`config.mk`:
```
export PLATFORM = sky130hd
export DESIGN_NAME = pipe_control_flat
export DESIGN_NICKNAME = d
export VERILOG_FILES = /design/src/rtl/pipe_control_if.sv /design/src/rtl/pipe_control.sv /design/src/flat_wrapper.sv
export SDC_FILE = /design/constraint.sdc
export NUM_CORES = 1
export LEC_CHECK = 0
export ABC_AREA = 0
export CAP_MARGIN = 20
export CORE_ASPECT_RATIO = 0.5
export CORE_UTILIZATION = 52
export DETAILED_ROUTE_END_ITERATION = 10
export GPL_ROUTABILITY_DRIVEN = 0
export PLACE_DENSITY = 0.87
export SETUP_SLACK_MARGIN = 0.1
export SYNTH_ARGS = -nofsm -noshare
export SYNTH_HDL_FRONTEND = slang
export SYNTH_SLANG_ARGS = --single-unit
```
`constraint.sdc`:
```
create_clock -name clk -period 4.7 [get_ports clk]
set_clock_uncertainty 0.2 [all_clocks]
set_input_delay 0.705 -clock clk [delete_from_list [all_inputs] [get_ports clk]]
set_output_delay 0.705 -clock clk [all_outputs]
set_load 0.01 [all_outputs]
```
`src/rtl/pipe_control_if.sv`:
```
// Control-unit bus between the ID decoder/register file and the datapath stage registers.
// The decoder/datapath side drives the master modport; the control unit takes the slave modport.
`timescale 1ns/1ps
interface pipe_control_if #(
    parameter int REG_AW  = 5,
    parameter int ALUOP_W = 2,
    parameter int EXT_W   = 3
);
    logic [6:0]         OP;
    logic               id_valid;
    logic [REG_AW-1:0]  rs1;
    logic [REG_AW-1:0]  rs2;
    logic [REG_AW-1:0]  rd;
    logic               branch_taken;
    logic               dm_ready;

    logic [EXT_W-1:0]   id_ExtenSel;
    logic               stall_if;
    logic               flush_id;
    logic [1:0]         pc_sel;
    logic               ex_ALUSrc;
    logic [ALUOP_W-1:0] ex_ALUOp;
    logic               mem_DM_en;
    logic               mem_DM_write;
    logic               wb_RegWrite;
    logic [1:0]         wb_MemtoReg;
    logic [REG_AW-1:0]  wb_rd;
    logic               dm_timeout;

    modport master (
        output OP, id_valid, rs1, rs2, rd, branch_taken, dm_ready,
        input  id_ExtenSel, stall_if, flush_id, pc_sel, ex_ALUSrc, ex_ALUOp,
               mem_DM_en, mem_DM_write, wb_RegWrite, wb_MemtoReg, wb_rd, dm_timeout
    );

    modport slave (
        input  OP, id_valid, rs1, rs2, rd, branch_taken, dm_ready,
        output id_ExtenSel, stall_if, flush_id, pc_sel, ex_ALUSrc, ex_ALUOp,
               mem_DM_en, mem_DM_write, wb_RegWrite, wb_MemtoReg, wb_rd, dm_timeout
    );
endinterface

```
`src/rtl/pipe_control.sv`:
```
// Pipelined control unit: ID decode, ID/EX -> EX/MEM -> MEM/WB control bundles,
// load-use stall, branch/jump flush and data-memory freeze with timeout release.
`timescale 1ns/1ps
module pipe_control #(
    parameter int REG_AW     = 5,
    parameter int ALUOP_W    = 2,
    parameter int EXT_W      = 3,
    parameter int DM_TIMEOUT = 15
) (
    input logic           clk,
    input logic           rst,
    pipe_control_if.slave bus
);
    localparam logic [6:0] OP_R  = 7'b0110011;
    localparam logic [6:0] OP_I  = 7'b0010011;
    localparam logic [6:0] OP_LW = 7'b0000011;
    localparam logic [6:0] OP_S  = 7'b0100011;
    localparam logic [6:0] OP_B  = 7'b1100011;
    localparam logic [6:0] OP_U  = 7'b0110111;
    localparam logic [6:0] OP_J  = 7'b1101111;
    localparam int         CNT_W = $clog2(DM_TIMEOUT + 1);

    typedef struct packed {
        logic               alusrc;
        logic [ALUOP_W-1:0] aluop;
        logic               dm_en;
        logic               dm_write;
        logic               regwrite;
        logic [1:0]         memtoreg;
        logic               branch;
        logic               jump;
        logic [REG_AW-1:0]  rd;
    } ex_ctl_t;

    typedef struct packed {
        logic              dm_en;
        logic              dm_write;
        logic              regwrite;
        logic [1:0]        memtoreg;
        logic [REG_AW-1:0] rd;
    } mem_ctl_t;

    typedef struct packed {
        logic              regwrite;
        logic [1:0]        memtoreg;
        logic [REG_AW-1:0] rd;
    } wb_ctl_t;

    ex_ctl_t          id_ctl, ex_q;
    mem_ctl_t         mem_d, mem_q;
    wb_ctl_t          wb_d, wb_q;
    logic [EXT_W-1:0] id_ext;
    logic [CNT_W-1:0] wait_cnt;
    logic             dm_timeout_q;

    logic mem_wait, timed_out, frozen, redirect;
    logic reads_rs1, reads_rs2, ex_load, rs_hit, load_use;

    always_comb begin
        id_ctl = '0;
        id_ext = '0;
        if (bus.id_valid) begin
            case (bus.OP)
                OP_R: begin
                    id_ctl.regwrite = 1'b1;
                    id_ctl.memtoreg = 2'b01;
                end
                OP_I: begin
                    id_ctl.alusrc   = 1'b1;
                    id_ctl.regwrite = 1'b1;
                    id_ctl.memtoreg = 2'b01;
                end
                OP_LW: begin
                    id_ctl.dm_en    = 1'b1;
                    id_ctl.alusrc   = 1'b1;
                    id_ctl.aluop    = ALUOP_W'(1);
                    id_ctl.regwrite = 1'b1;
                    id_ctl.memtoreg = 2'b00;
                end
                OP_S: begin
                    id_ctl.dm_en    = 1'b1;
                    id_ctl.dm_write = 1'b1;
                    id_ctl.alusrc   = 1'b1;
                    id_ctl.aluop    = ALUOP_W'(1);
                    id_ext          = EXT_W'(1);
                end
                OP_B: begin
                    id_ctl.branch = 1'b1;
                    id_ctl.aluop  = ALUOP_W'(2);
                    id_ext        = EXT_W'(2);
                end
                OP_U: begin
                    id_ctl.regwrite = 1'b1;
                    id_ctl.memtoreg = 2'b10;
                    id_ext          = EXT_W'(3);
                end
                OP_J: begin
                    id_ctl.jump     = 1'b1;
                    id_ctl.regwrite = 1'b1;
                    id_ctl.memtoreg = 2'b11;
                    id_ext          = EXT_W'(4);
                end
                default: ;
            endcase
        end
        // Destination only travels with instructions that write it, so ex_rd of a store/branch never hazards.
        if (id_ctl.regwrite) id_ctl.rd = bus.rd;
    end

    always_comb begin
        mem_d.dm_en    = ex_q.dm_en;
        mem_d.dm_write = ex_q.dm_write;
        mem_d.regwrite = ex_q.regwrite;
        mem_d.memtoreg = ex_q.memtoreg;
        mem_d.rd       = ex_q.rd;
        wb_d.regwrite  = mem_q.regwrite;
        wb_d.memtoreg  = mem_q.memtoreg;
        wb_d.rd        = mem_q.rd;
    end

    // Priority: memory freeze, then EX redirect, then load-use stall.
    assign mem_wait  = mem_q.dm_en && !bus.dm_ready;
    assign timed_out = (wait_cnt == CNT_W'(DM_TIMEOUT));
    assign frozen    = mem_wait && !timed_out;
    assign redirect  = !frozen && (ex_q.jump || (ex_q.branch && bus.branch_taken));

    assign reads_rs1 = bus.OP inside {OP_R, OP_I, OP_LW, OP_S, OP_B};
    assign reads_rs2 = bus.OP inside {OP_R, OP_S, OP_B};
    assign ex_load   = ex_q.dm_en && !ex_q.dm_write && (ex_q.rd != '0);
    assign rs_hit    = (reads_rs1 && (ex_q.rd == bus.rs1)) || (reads_rs2 && (ex_q.rd == bus.rs2));
    assign load_use  = !frozen && !redirect && ex_load && bus.id_valid && rs_hit;

    always_ff @(posedge clk or negedge rst) begin
        if (!rst) begin
            ex_q         <= '0;
            mem_q        <= '0;
            wb_q         <= '0;
            wait_cnt     <= '0;
            dm_timeout_q <= 1'b0;
        end else if (frozen) begin
            wb_q     <= '0;
            wait_cnt <= wait_cnt + CNT_W'(1);
        end else begin
            ex_q     <= (redirect || load_use) ? '0 : id_ctl;
            mem_q    <= mem_d;
            wb_q     <= wb_d;
            wait_cnt <= '0;
            // Unfrozen while memory still busy means the timeout forced this release.
            if (mem_wait) dm_timeout_q <= 1'b1;
        end
    end

    assign bus.id_ExtenSel  = id_ext;
    assign bus.stall_if     = frozen || load_use;
    assign bus.flush_id     = redirect;
    assign bus.pc_sel       = !redirect ? 2'b00 : (ex_q.jump ? 2'b10 : 2'b01);
    assign bus.ex_ALUSrc    = ex_q.alusrc;
    assign bus.ex_ALUOp     = ex_q.aluop;
    assign bus.mem_DM_en    = mem_q.dm_en;
    assign bus.mem_DM_write = mem_q.dm_write;
    assign bus.wb_RegWrite  = wb_q.regwrite && (wb_q.rd != '0);
    assign bus.wb_MemtoReg  = wb_q.memtoreg;
    assign bus.wb_rd        = wb_q.rd;
    assign bus.dm_timeout   = dm_timeout_q;
endmodule

```
`src/flat_wrapper.sv`:
```
// flat-port wrapper written by rule: the top's interface ports become plain ports
module pipe_control_flat 
#(
    parameter int REG_AW     = 5,
    parameter int ALUOP_W    = 2,
    parameter int EXT_W      = 3,
    parameter int DM_TIMEOUT = 15
)
  (clk, rst, bus_OP, bus_id_valid, bus_rs1, bus_rs2, bus_rd, bus_branch_taken, bus_dm_ready, bus_id_ExtenSel, bus_stall_if, bus_flush_id, bus_pc_sel, bus_ex_ALUSrc, bus_ex_ALUOp, bus_mem_DM_en, bus_mem_DM_write, bus_wb_RegWrite, bus_wb_MemtoReg, bus_wb_rd, bus_dm_timeout);
  pipe_control_if #(.REG_AW(REG_AW), .ALUOP_W(ALUOP_W), .EXT_W(EXT_W)) bus_i ();
  input logic clk;
  input logic rst;
  input wire logic [$bits(bus_i.OP)-1:0] bus_OP;
  input wire logic [$bits(bus_i.id_valid)-1:0] bus_id_valid;
  input wire logic [$bits(bus_i.rs1)-1:0] bus_rs1;
  input wire logic [$bits(bus_i.rs2)-1:0] bus_rs2;
  input wire logic [$bits(bus_i.rd)-1:0] bus_rd;
  input wire logic [$bits(bus_i.branch_taken)-1:0] bus_branch_taken;
  input wire logic [$bits(bus_i.dm_ready)-1:0] bus_dm_ready;
  output wire logic [$bits(bus_i.id_ExtenSel)-1:0] bus_id_ExtenSel;
  output wire logic [$bits(bus_i.stall_if)-1:0] bus_stall_if;
  output wire logic [$bits(bus_i.flush_id)-1:0] bus_flush_id;
  output wire logic [$bits(bus_i.pc_sel)-1:0] bus_pc_sel;
  output wire logic [$bits(bus_i.ex_ALUSrc)-1:0] bus_ex_ALUSrc;
  output wire logic [$bits(bus_i.ex_ALUOp)-1:0] bus_ex_ALUOp;
  output wire logic [$bits(bus_i.mem_DM_en)-1:0] bus_mem_DM_en;
  output wire logic [$bits(bus_i.mem_DM_write)-1:0] bus_mem_DM_write;
  output wire logic [$bits(bus_i.wb_RegWrite)-1:0] bus_wb_RegWrite;
  output wire logic [$bits(bus_i.wb_MemtoReg)-1:0] bus_wb_MemtoReg;
  output wire logic [$bits(bus_i.wb_rd)-1:0] bus_wb_rd;
  output wire logic [$bits(bus_i.dm_timeout)-1:0] bus_dm_timeout;
  assign bus_i.OP = bus_OP;
  assign bus_i.id_valid = bus_id_valid;
  assign bus_i.rs1 = bus_rs1;
  assign bus_i.rs2 = bus_rs2;
  assign bus_i.rd = bus_rd;
  assign bus_i.branch_taken = bus_branch_taken;
  assign bus_i.dm_ready = bus_dm_ready;
  assign bus_id_ExtenSel = bus_i.id_ExtenSel;
  assign bus_stall_if = bus_i.stall_if;
  assign bus_flush_id = bus_i.flush_id;
  assign bus_pc_sel = bus_i.pc_sel;
  assign bus_ex_ALUSrc = bus_i.ex_ALUSrc;
  assign bus_ex_ALUOp = bus_i.ex_ALUOp;
  assign bus_mem_DM_en = bus_i.mem_DM_en;
  assign bus_mem_DM_write = bus_i.mem_DM_write;
  assign bus_wb_RegWrite = bus_i.wb_RegWrite;
  assign bus_wb_MemtoReg = bus_i.wb_MemtoReg;
  assign bus_wb_rd = bus_i.wb_rd;
  assign bus_dm_timeout = bus_i.dm_timeout;
  pipe_control #(.REG_AW(REG_AW), .ALUOP_W(ALUOP_W), .EXT_W(EXT_W), .DM_TIMEOUT(DM_TIMEOUT)) u_core (.clk(clk), .rst(rst), .bus(bus_i));
endmodule
```
==> results of run 1 <==
-- logic make-up (layout without fill, tap and decap cells) --
kind of cell,after synthesis,in the layout
flip-flops,38,38
adder cells (fa/ha/maj),1,1
AND/OR/NAND/NOR,91,91
AO/OA/AOI/OAI,30,30
buffers and inverters,17,59
XOR/XNOR,13,13
-- final cells by class --
type,instances,share of cell area [%]
clock buffers,6,3.45
clock inverters,2,0.523
well taps,48,2.51
flip-flops and latches,38,39.7
inverters,1,0.157
multi-input cells,135,33.0
repair buffers,50,20.6
-- metal layers --
metal | wire [µm] | share of wire (%) | vias up | GRT usage, %
met5 | 0 | 0 | - | 0
met4 | 26 | 0.66 | 0 | 6.67
met3 | 223 | 5.7 | 3 | 7.46
met2 | 1880 | 48 | 50 | 42.5
met1 | 1810 | 46 | 715 | 28.7
li1 | - | - | 719 | -
-- sequential cells by signal, summed over array words and instances (netlist names) --
register	cells
u_core.wait_cnt	4
u_core.bus.mem_DM_en	1
u_core.ex_q	12
u_core.bus.mem_DM_write	1
u_core.bus.wb_rd	5
u_core.wb_q	1
u_core.bus.wb_MemtoReg	2
u_core.bus.ex_ALUSrc	1
u_core.mem_q	8
u_core.bus.dm_timeout	1
u_core.bus.ex_ALUOp	2
-- metrics by stage --
stage / hold slack (ns) / power, mW / utilization, %
after floorplan: 0.209 / 0.357 / -
after global placement: 0.241 / 0.390 / 72.1
after detailed placement: 0.248 / 0.393 / 72.1
after CTS: 0.265 / 0.623 / 75.0
after global routing: 0.296 / 0.642 / 75.0
final: 0.261 / 0.619 / 75.0
-- worst reg2reg max path, stage by stage, from the launching register on --
cell and delay (ns):
dfrtp_1 0.46, or4_1 0.58, o21ai_2 0.19, nor2_1 0.10, a221oi_4 0.44, a22o_1 0.19
-- path summary, 6_finish.rpt --
path | start | to | slack, ns | depth (start not counted)
min in group asynchronous | rst | u_core.bus.ex_ALUSrc$_DFFE_PN0N_ | 0.63 | 2
max | bus_OP[3] | bus_stall_if | 0.88 | 6
min | u_core.mem_q[4]$_DFFE_PN0N_ | u_core.mem_q[4]$_DFFE_PN0N_ | 0.26 | 2
max reg2reg | u_core.ex_q[0]$_DFFE_PN0N_ | u_core.ex_q[0]$_DFFE_PN0N_ | 2.48 | 5
max in group asynchronous | rst | u_core.ex_q[4]$_DFFE_PN0N_ | 3.34 | 2
min reg2reg | u_core.mem_q[4]$_DFFE_PN0N_ | u_core.mem_q[4]$_DFFE_PN0N_ | 0.26 | 2
-- power groups by stage --
stage | clock, mW | combinational, mW | sequential, mW
3_3_place_gp | 0 | 0.0536 | 0.337
2_1_floorplan | 0 | 0.0206 | 0.337
4_1_cts | 0.237 | 0.0561 | 0.330
6_report | 0.233 | 0.0557 | 0.330
5_1_grt | 0.251 | 0.0610 | 0.331
3_5_place_dp | 0 | 0.0558 | 0.337
-- layout by cell type, fill, tap and decap left out, types with 2 or more instances in the layout --
master	count
a22o_1	5
xor2_1	2
nor3_1	3
buf_4	3
and3_1	3
clkdlybuf4s50_1	47
nand2b_1	3
o21ai_0	8
and2_1	11
dfrtp_1	38
nand4_1	3
a21oi_1	3
nor2_1	9
nor2b_1	2
nand3_1	8
o31ai_1	3
nand3b_1	2
xnor2_1	11
or4_1	2
nand2_1	41
or3_1	2
clkbuf_8	6
==> run_results.csv, run 1 <==
group,metric,value,unit
outcome,run_status,"completed",
logic_synthesis,synth-simple-area-share,23.7,%
worst_setup_path,crit_required,3.80,ns
placed_design,dpl_cell_area,2300,µm²
sta,timing.final.crit_share,81.3,%
logic_synthesis,dominant_combinational_cell_family_by_area_after_synthesis,"simple AND/OR/NAND/NOR gates",
power_and_ir_drop,share_clk_of_total_power,37.7,%
cts,cts_tree,"built",
worst_setup_path,critical_path.top_delay_family,"buffers and inverters",
cts,post_cts.repair.setup_buffers,0,
floorplanning,die_w,86.1,µm
logic_synthesis,mappedNetlistArea,1840,µm²
cts,tritoncts_num_sinks,38,
logic_synthesis,ranking_of_synthesized_cells_by_instance_count,"nand2_1, dfrtp_1, and2_1, xnor2_1",
floorplanning,core_area,3190,µm²
global_routing,grt_remaining_overflow,0,
floorplanning,placementRows,14,
sta,achievable-frequency,0.262,GHz
cts,numCtsBuffers,5,
cts,clk_pin_slew_worst_setup_hold_paths,0.07,ns
floorplanning,pin_count,48,
placed_design,buffer_ports.inserted,47,
power_and_ir_drop,power.sequential.fraction,53.3,%
logic_synthesis,synthAdderAreaFrac,0.680,%
cts,cts_root_buffer,"clkbuf_8",
detailed_routing,route.detailed.wl_per_inst,14.1,µm
worst_setup_path,path_cells,"clkdlybuf4s50_1 > a2111oi_1 > o211ai_2 > nor3_1 > or2_1 > clkdlybuf4s50_1",
global_routing,grt_start_max_net_pins,39,
final_layout,post-route-cell-area,2390,µm²
job,timing.max_cap.violations,0,
power_and_ir_drop,net_sw_power,0.142,mW
final_layout,multi_input_gate_area_in_the_final_layout,790,µm²
sta,timing.final.crit_period,3.82,ns
worst_setup_path,bufs_and_invs_on_worst_path,2,
floorplanning,floorplan.die.height,44.1,µm
detailed_routing,final_antenna_net_count,0,
worst_setup_path,critical_path_arrival,2.91,ns
logic_synthesis,synthArstFlopShare,100,%
final_layout,fraction_of_final_layout_cells_with_drive_strength_greater_than_1,6.03,%
floorplanning,die-area,3800,µm²
logic_synthesis,synth_nets,218,
logic_synthesis,synth-edff-count,0,
worst_setup_path,critical_path_slowest_stage_cell,"clkdlybuf4s50_1",
logic_synthesis,ys.warnings.count,0,
detailed_routing,drt-pass1-iter-count,4,
worst_setup_path,worst_path_most_repeated_cell,"clkdlybuf4s50_1",
global_routing,first_pass_grt_wire_length,6730,µm
power_and_ir_drop,power_density,259,nW/µm²
placed_design,place_inst,272,
power_and_ir_drop,power.internal,0.477,mW
final_layout,layout.cells.non_filler,280,
sta,relSlewSlack,65.1,%
cts,cts.repair.resized,0,
sta,rsz0062_at_grt,"false",
detailed_routing,route.final.wire_length,3940,µm
logic_synthesis,yosysUniqueCellTypes,37,
final_layout,antenna_cells,0,
logic_synthesis,yosys_most_used_dff,"dfrtp_1",
detailed_routing,total_vias_in_the_final_route,1487,
logic_synthesis,netlist_instances,190,
placed_design,dpl_worst_slack,0.915,ns
global_routing,globalRouteTotalUtil,23.8,%
logic_synthesis,yosysTopAreaCell,"dfrtp_1",
global_routing,antenna_violations_before_repair,0,
logic_synthesis,synth_seq_cells,38,
logic_synthesis,ys_top_cells_by_area,"dfrtp_1, nand2_1, xnor2_1, and2_1, buf_4",
detailed_routing,drt-vias-per-instance,5.31,
power_and_ir_drop,ir_worst_vdd,0.140,mV
power_and_ir_drop,p_sw_share,23.0,%
worst_setup_path,timing_worst_setup_path_type,"primary input to primary output",
worst_setup_path,highest_cell_delay_on_the_worst_timing_path,0.53,ns
logic_synthesis,synth.yosys.seq_area_share,51.7,%
sta,hold_viol_final,0,
logic_synthesis,yosysTopAreaCellShare,51.7,%
floorplanning,start_util,57.7,%
power_and_ir_drop,power_frac_comb,9.0,%
sta,post-route-worst-setup-slack,0.880,ns
sta,worstMarginPinSlew,0.521,ns
placed_design,detailedPlacementHpwl,2890,µm
power_and_ir_drop,power.static_leakage,1.07,nW
final_layout,nets,259,
detailed_routing,drcViolationCount,0,
final_layout,n_fill_cell,219,
logic_synthesis,fraction_of_the_mapped_netlist_area_in_compound_gates,12.4,%
logic_synthesis,synth-xor-area-share,6.19,%
cts,worstSkewPairLatency,0.29,ns
detailed_routing,initialDrtViolationCount,76,
hold_path,timing.hold.worst.class,"flip-flop to flip-flop",
logic_synthesis,synth_mux_area_share,0,%
worst_setup_path,crit_path_end_kind,"primary output",
cts,htree_levels,2,
cts,cts-hold-fix-buffers,0,
sta,report.final.setup_viol,0,
sta,finalSetupTns,0,ns
cts,clk_path_buf_depth,2,
final_layout,final-seq-area,951,µm²
logic_synthesis,synth_area_per_cell,9.69,µm²
global_routing,number_of_global_route_vias_before_repair,1500,
worst_setup_path,cp_max_fo,8,
final_layout,layout_overhead_on_the_synthesized_area,30.0,%
logic_synthesis,yosys.cell_count.top_type,"nand2_1",
sta,final_count_of_pins_violating_max_slew,0,
worst_setup_path,setup_crit_start_kind,"primary input",
No activity file was read; power rests on OpenSTA's default activity.
==> run 2: changes to the inputs <==
--- a/config.mk
+++ b/config.mk
@@ -8,10 +8,10 @@
 export ABC_AREA = 0
 export CAP_MARGIN = 20
 export CORE_ASPECT_RATIO = 0.5
-export CORE_UTILIZATION = 52
+export CORE_UTILIZATION = 48
 export DETAILED_ROUTE_END_ITERATION = 10
 export GPL_ROUTABILITY_DRIVEN = 0
-export PLACE_DENSITY = 0.87
+export PLACE_DENSITY = 0.81
 export SETUP_SLACK_MARGIN = 0.1
 export SYNTH_ARGS = -nofsm -noshare
 export SYNTH_HDL_FRONTEND = slang
==> constraint.sdc (replaced) <==
create_clock -name clk -period 3.8 [get_ports clk]
set_clock_uncertainty 0.2 [all_clocks]
set_input_delay 0.57 -clock clk [delete_from_list [all_inputs] [get_ports clk]]
set_output_delay 0.57 -clock clk [all_outputs]
set_load 0.01 [all_outputs]
==> run_results.csv, run 2 (synthesis gave the netlist of run 1 again) <==
group,metric,value,unit
placed_design,detailedPlacementHpwl,2710,µm
hold_path,worst_hold_path_startpoint,"u_core.mem_q[4]$_DFFE_PN0N_",
detailed_routing,drcViolationCount,0,
placed_design,buffer_ports.inserted,47,
global_routing,number_of_global_route_vias_before_repair,1338,
cts,clk_pin_slew_worst_setup_hold_paths,0.08,ns
cts,cts_root_buffer,"clkbuf_8",
cts,tritoncts_num_sinks,38,
detailed_routing,route.final.wire_length,3660,µm
hold_path,min_path_cells,2,
final_layout,largest_reg_flops,12,
hold_path,timing.hold.worst.class,"flip-flop to flip-flop",
detailed_routing,drt-vias-per-instance,5.21,
power_and_ir_drop,power_frac_comb,8.3,%
power_and_ir_drop,net_sw_power,0.181,mW
detailed_routing,drt-pass1-iter-count,4,
final_layout,post-route-cell-area,2420,µm²
final_layout,antenna_cells,0,
worst_setup_path,timing.reg2reg.worst_path_depth,5,
final_layout,mostFrequentLayoutCell,"clkdlybuf4s50_1",
detailed_routing,initialDrtViolationCount,46,
sta,relSlewSlack,65.2,%
detailed_routing,final_antenna_net_count,0,
final_layout,layout_overhead_on_the_synthesized_area,31.6,%
worst_setup_path,reg2reg_from,"u_core.ex_q[0]$_DFFE_PN0N_",
hold_path,min_delay_worst_endpoint,"u_core.mem_q[4]$_DFFE_PN0N_",
cts,clk_path_buf_depth,2,
cts,post_cts.repair.setup_buffers,0,
global_routing,antenna_violations_before_repair,0,
outcome,run_status,"completed",
sta,finalSetupTns,0,ns
power_and_ir_drop,ir_worst_vdd,0.158,mV
worst_setup_path,crit_path_end_kind,"primary output",
sta,achievable-frequency,0.280,GHz
cts,cts.repair.resized,0,
floorplanning,start_util,51.9,%
placed_design,dpl_cell_area,2310,µm²
worst_setup_path,timing_worst_setup_path_type,"primary input to primary output",
global_routing,globalRouteTotalUtil,20.9,%
power_and_ir_drop,power.static_leakage,1.08,nW
floorplanning,die-area,4100,µm²
power_and_ir_drop,p_sw_share,22.1,%
sta,rsz0062_at_grt,"false",
sta,timing.final.crit_share,93.8,%
power_and_ir_drop,power.internal,0.639,mW
worst_setup_path,critical_path_arrival,2.80,ns
floorplanning,die_w,89.6,µm
final_layout,fraction_of_final_layout_cells_with_drive_strength_greater_than_1,6.44,%
floorplanning,core_area,3550,µm²
sta,report.final.setup_viol,0,
sta,final_count_of_pins_violating_max_slew,0,
detailed_routing,route.detailed.wl_per_inst,12.9,µm
power_and_ir_drop,power_density,339,nW/µm²
cts,worstSkewPairLatency,0.29,ns
cts,cts_tree,"built",
sta,hold_viol_final,0,
detailed_routing,total_vias_in_the_final_route,1480,
global_routing,grt_start_max_net_pins,39,
final_layout,mostFrequentLayoutCells,"clkdlybuf4s50_1, nand2_1, dfrtp_1",
final_layout,nets,260,
job,timing.max_cap.violations,0,
sta,worstMarginPinSlew,0.520,ns
cts,numCtsBuffers,5,
floorplanning,floorplan.die.height,45.8,µm
final_layout,largest-register,"u_core.ex_q",
worst_setup_path,ff2ff_setup_slack,1.65,ns
worst_setup_path,crit-reg2reg-capture,"u_core.ex_q[4]$_DFFE_PN0N_",
worst_setup_path,crit_required,3.03,ns
global_routing,first_pass_grt_wire_length,6150,µm
power_and_ir_drop,share_clk_of_total_power,41.9,%
floorplanning,pin_count,48,
sta,timing.final.crit_period,3.57,ns
floorplanning,placementRows,15,
global_routing,grt_remaining_overflow,0,
cts,cts-hold-fix-buffers,0,
power_and_ir_drop,power.sequential.fraction,49.8,%
worst_setup_path,cp_max_fo,8,
cts,htree_levels,2,
worst_setup_path,setup_crit_start_kind,"primary input",
==> run 2: final cells by class <==
| class | instances | area, µm² |
|---|---|---|
| fill | 274 | 1120 |
| multi-input combinational | 135 | 790 |
| clock inverter | 3 | 45.0 |
| sequential | 38 | 951 |
| inverter | 1 | 3.75 |
| clock buffer | 5 | 68.8 |
| timing repair buffer | 51 | 500 |
| tap | 51 | 63.8 |
==> run 2: routing by layer <==
metal  global-route usage, %  wire [µm]  vias up
li1                        -          -      726
met1                    27.9       1720      709
met2                    32.1       1720       36
met3                    5.07        150        9
met4                    11.1         69        0
met5                       0          0        -
==> run 2: worst max-delay path by stage <==
stage	start	endpoint	slack [ns]
2_1_floorplan	bus_OP[2]	bus_stall_if	1.39
3_3_place_gp	bus_OP[3]	bus_stall_if	0.37
3_5_place_dp	bus_OP[3]	bus_stall_if	0.25
4_1_cts	bus_OP[3]	bus_stall_if	0.25
5_1_grt	bus_OP[3]	bus_stall_if	0.11
6_report	bus_OP[3]	bus_stall_if	0.23
==> run 2: critical path, cell delays in order <==
cell             delay, ns
clkdlybuf4s50_1       0.54
a2111oi_1             0.54
o211ai_2              0.24
nor3_1                0.23
or2_1                 0.14
clkdlybuf4s50_1       0.54
==> run 2: stage by stage <==
stage	util [%]	power (mW)	setup WS (ns)	hold slack, ns	cells
after floorplan	-	0.442	1.39	0.0744	190
after global placement	65.1	0.483	0.371	0.241	276
after detailed placement	65.1	0.485	0.245	0.249	276
after CTS	68.3	0.825	0.249	0.267	284
after global routing	68.3	0.850	0.113	0.287	284
final	68.3	0.821	0.234	0.263	284
==> run 2: power by group through the flow <==
stage / Sequential, mW / Combinational, mW / Clock (mW)
after detailed placement: 0.417 / 0.0683 / 0
final: 0.408 / 0.0682 / 0.344
after global placement: 0.416 / 0.0668 / 0
after floorplan: 0.416 / 0.0255 / 0
after global routing: 0.409 / 0.0755 / 0.365
after CTS: 0.408 / 0.0686 / 0.348
==> run 3: changes to the inputs <==
--- a/config.mk
+++ b/config.mk
@@ -12,6 +12,7 @@
 export DETAILED_ROUTE_END_ITERATION = 10
 export GPL_ROUTABILITY_DRIVEN = 0
 export PLACE_DENSITY = 0.81
+export REMOVE_ABC_BUFFERS = 1
 export SETUP_SLACK_MARGIN = 0.1
 export SYNTH_ARGS = -nofsm -noshare
 export SYNTH_HDL_FRONTEND = slang
==> run_results.csv, run 3 (synthesis gave the netlist of run 1 again) <==
group,metric,value,unit
cts,htree_levels,2,
cts,tritoncts_num_sinks,38,
sta,fin_worst_hold_slack,0.260,ns
global_routing,globalRouteTotalUtil,20.7,%
floorplanning,core_area,3550,µm²
power_and_ir_drop,report.power.total,0.896,mW
floorplanning,floorplan.die.height,45.8,µm
placed_design,dpl_worst_slack,0.317,ns
worst_setup_path,highest_cell_delay_on_the_worst_timing_path,0.58,ns
global_routing,grt_start_max_net_pins,39,
floorplanning,start_util,51.9,%
job,timing.max_cap.violations,0,
final_layout,n_fill_cell,279,
final_layout,utilization,69.1,%
worst_setup_path,worst_path_most_repeated_cell,"clkdlybuf4s50_1",
worst_setup_path,setup_crit_start_kind,"primary input",
outcome,run_status,"completed",
sta,rsz0062_at_grt,"false",
floorplanning,die_w,89.6,µm
floorplanning,die-area,4100,µm²
cts,post_cts.repair.setup_buffers,0,
detailed_routing,drcViolationCount,0,
sta,post-route-worst-setup-slack,0.269,ns
worst_setup_path,crit_required,3.03,ns
sta,hold_viol_final,0,
cts,cts-hold-fix-buffers,0,
final_layout,layout_overhead_on_the_synthesized_area,33.2,%
sta,report.final.setup_viol,0,
cts,worstSkewPairLatency,0.29,ns
floorplanning,pin_count,48,
worst_setup_path,critical_path_arrival,2.76,ns
detailed_routing,drt-vias-per-instance,5.19,
placed_design,detailedPlacementHpwl,2680,µm
sta,finalSetupTns,0,ns
worst_setup_path,critical_path.top_delay_family,"buffers and inverters",
cts,clk_pin_slew_worst_setup_hold_paths,0.07,ns
worst_setup_path,critical_path_slowest_stage_cell,"clkdlybuf4s50_1",
sta,relSlewSlack,68.0,%
worst_setup_path,ff2ff_setup_slack,1.59,ns
final_layout,final-seq-area,951,µm²
detailed_routing,route.detailed.wl_per_inst,13.0,µm
final_layout,antenna_cells,0,
hold_path,timing.hold.worst.class,"flip-flop to flip-flop",
final_layout,mostFrequentLayoutCells,"clkdlybuf4s50_1, nand2_1, dfrtp_1",
sta,final_count_of_pins_violating_max_slew,0,
worst_setup_path,path_cells,"clkdlybuf4s50_1 > nor2b_1 > o21ai_0 > o22a_1 > nor3_1 > or2_1 > clkdlybuf4s50_1",
final_layout,fraction_of_final_layout_cells_with_drive_strength_greater_than_1,6.44,%
detailed_routing,initialDrtViolationCount,43,
detailed_routing,met3_length,139,µm
final_layout,largest_reg_flops,12,
sta,achievable-frequency,0.283,GHz
global_routing,first_pass_grt_wire_length,6130,µm
worst_setup_path,cp_max_fo,7,
sta,worstMarginPinSlew,0.479,ns
worst_setup_path,bufs_and_invs_on_worst_path,2,
global_routing,number_of_global_route_vias_before_repair,1356,
floorplanning,placementRows,15,
final_layout,multi_input_gate_area_in_the_final_layout,790,µm²
cts,cts_tree,"built",
power_and_ir_drop,power.static_leakage,1.10,nW
placed_design,buffer_ports.inserted,47,
detailed_routing,drt-pass1-iter-count,4,
worst_setup_path,timing_worst_setup_path_type,"primary input to primary output",
cts,cts_root_buffer,"clkbuf_8",
cts,cts.repair.resized,0,
power_and_ir_drop,ir_worst_vdd,0.227,mV
final_layout,largest-register,"u_core.ex_q",
sta,timing.final.crit_period,3.53,ns
cts,numCtsBuffers,5,
final_layout,mostFrequentLayoutCell,"clkdlybuf4s50_1",
global_routing,antenna_violations_before_repair,0,
final_layout,nets,260,
sta,timing.final.crit_share,92.9,%
cts,clk_path_buf_depth,2,
detailed_routing,total_vias_in_the_final_route,1474,
detailed_routing,routed_length_on_met1,1760,µm
power_and_ir_drop,power_density,366,nW/µm²
detailed_routing,wl_met2,1730,µm
detailed_routing,final_antenna_net_count,0,
worst_setup_path,crit_path_end_kind,"primary output",
global_routing,grt_remaining_overflow,0,
detailed_routing,route.final.wire_length,3690,µm
detailed_routing,dr_top_layer,"met4",
## run 3: cell types whose count changed in the layout (fill, tap and decap cells not counted), sizes merged
| cell | change |
|---|---|
| clkbuf | +1 |
| clkinvlp | -2 |
| bufinv | +1 |
## run 3: final timing paths
| check | depth (start not counted) | to | from |
|---|---|---|---|
| worst max-delay path | 7 | bus_stall_if | bus_OP[5] |
| worst min-delay path | 2 | u_core.mem_q[1]$_DFFE_PN0N_ | u_core.mem_q[1]$_DFFE_PN0N_ |
| worst max register to register | 5 | u_core.ex_q[2]$_DFFE_PN0N_ | u_core.ex_q[0]$_DFFE_PN0N_ |
| worst min register to register | 2 | u_core.mem_q[1]$_DFFE_PN0N_ | u_core.mem_q[1]$_DFFE_PN0N_ |
| max in group asynchronous | 2 | u_core.wb_q[7]$_DFF_PN0_ | rst |
| min in group asynchronous | 2 | u_core.bus.ex_ALUOp[1]$_DFFE_PN0N_ | rst |
## run 3: layout make-up
cell class / instances / area share, %
Multi-Input combinational cell: 135 / 32.2
Inverter: 1 / 0.153
Sequential cell: 38 / 38.8
Timing Repair Buffer: 51 / 20.4
Tap cell: 51 / 2.60
Clock inverter: 2 / 2.45
Clock buffer: 6 / 3.37
## run 3: tightest hold or removal path, cell delays in order, from the launching register on
cell     delay, ns
dfrtp_1       0.34
nand2_1       0.05
nand2_1       0.04
## run 3: through the flow
stage | instance area (µm²) | std cells
5_1_grt | 2450 | 284
3_3_place_gp | 2310 | 276
2_1_floorplan | 1740 | 174
6_report | 2450 | 284
3_5_place_dp | 2310 | 276
4_1_cts | 2450 | 284
## run 3: metal layers
layer  global-route usage, %  up-vias
li1                        -      729
met3                    4.53       10
met1                    28.4      692
met2                    32.7       43
met4                    7.94        0
met5                       0        -
## run 3: report_power, final
group          switching (mW)  total (mW)  internal, mW
combinational          0.0311      0.0693        0.0382
sequential            0.00182       0.409         0.407
clock                   0.138       0.418         0.280
total                   0.171       0.896         0.725
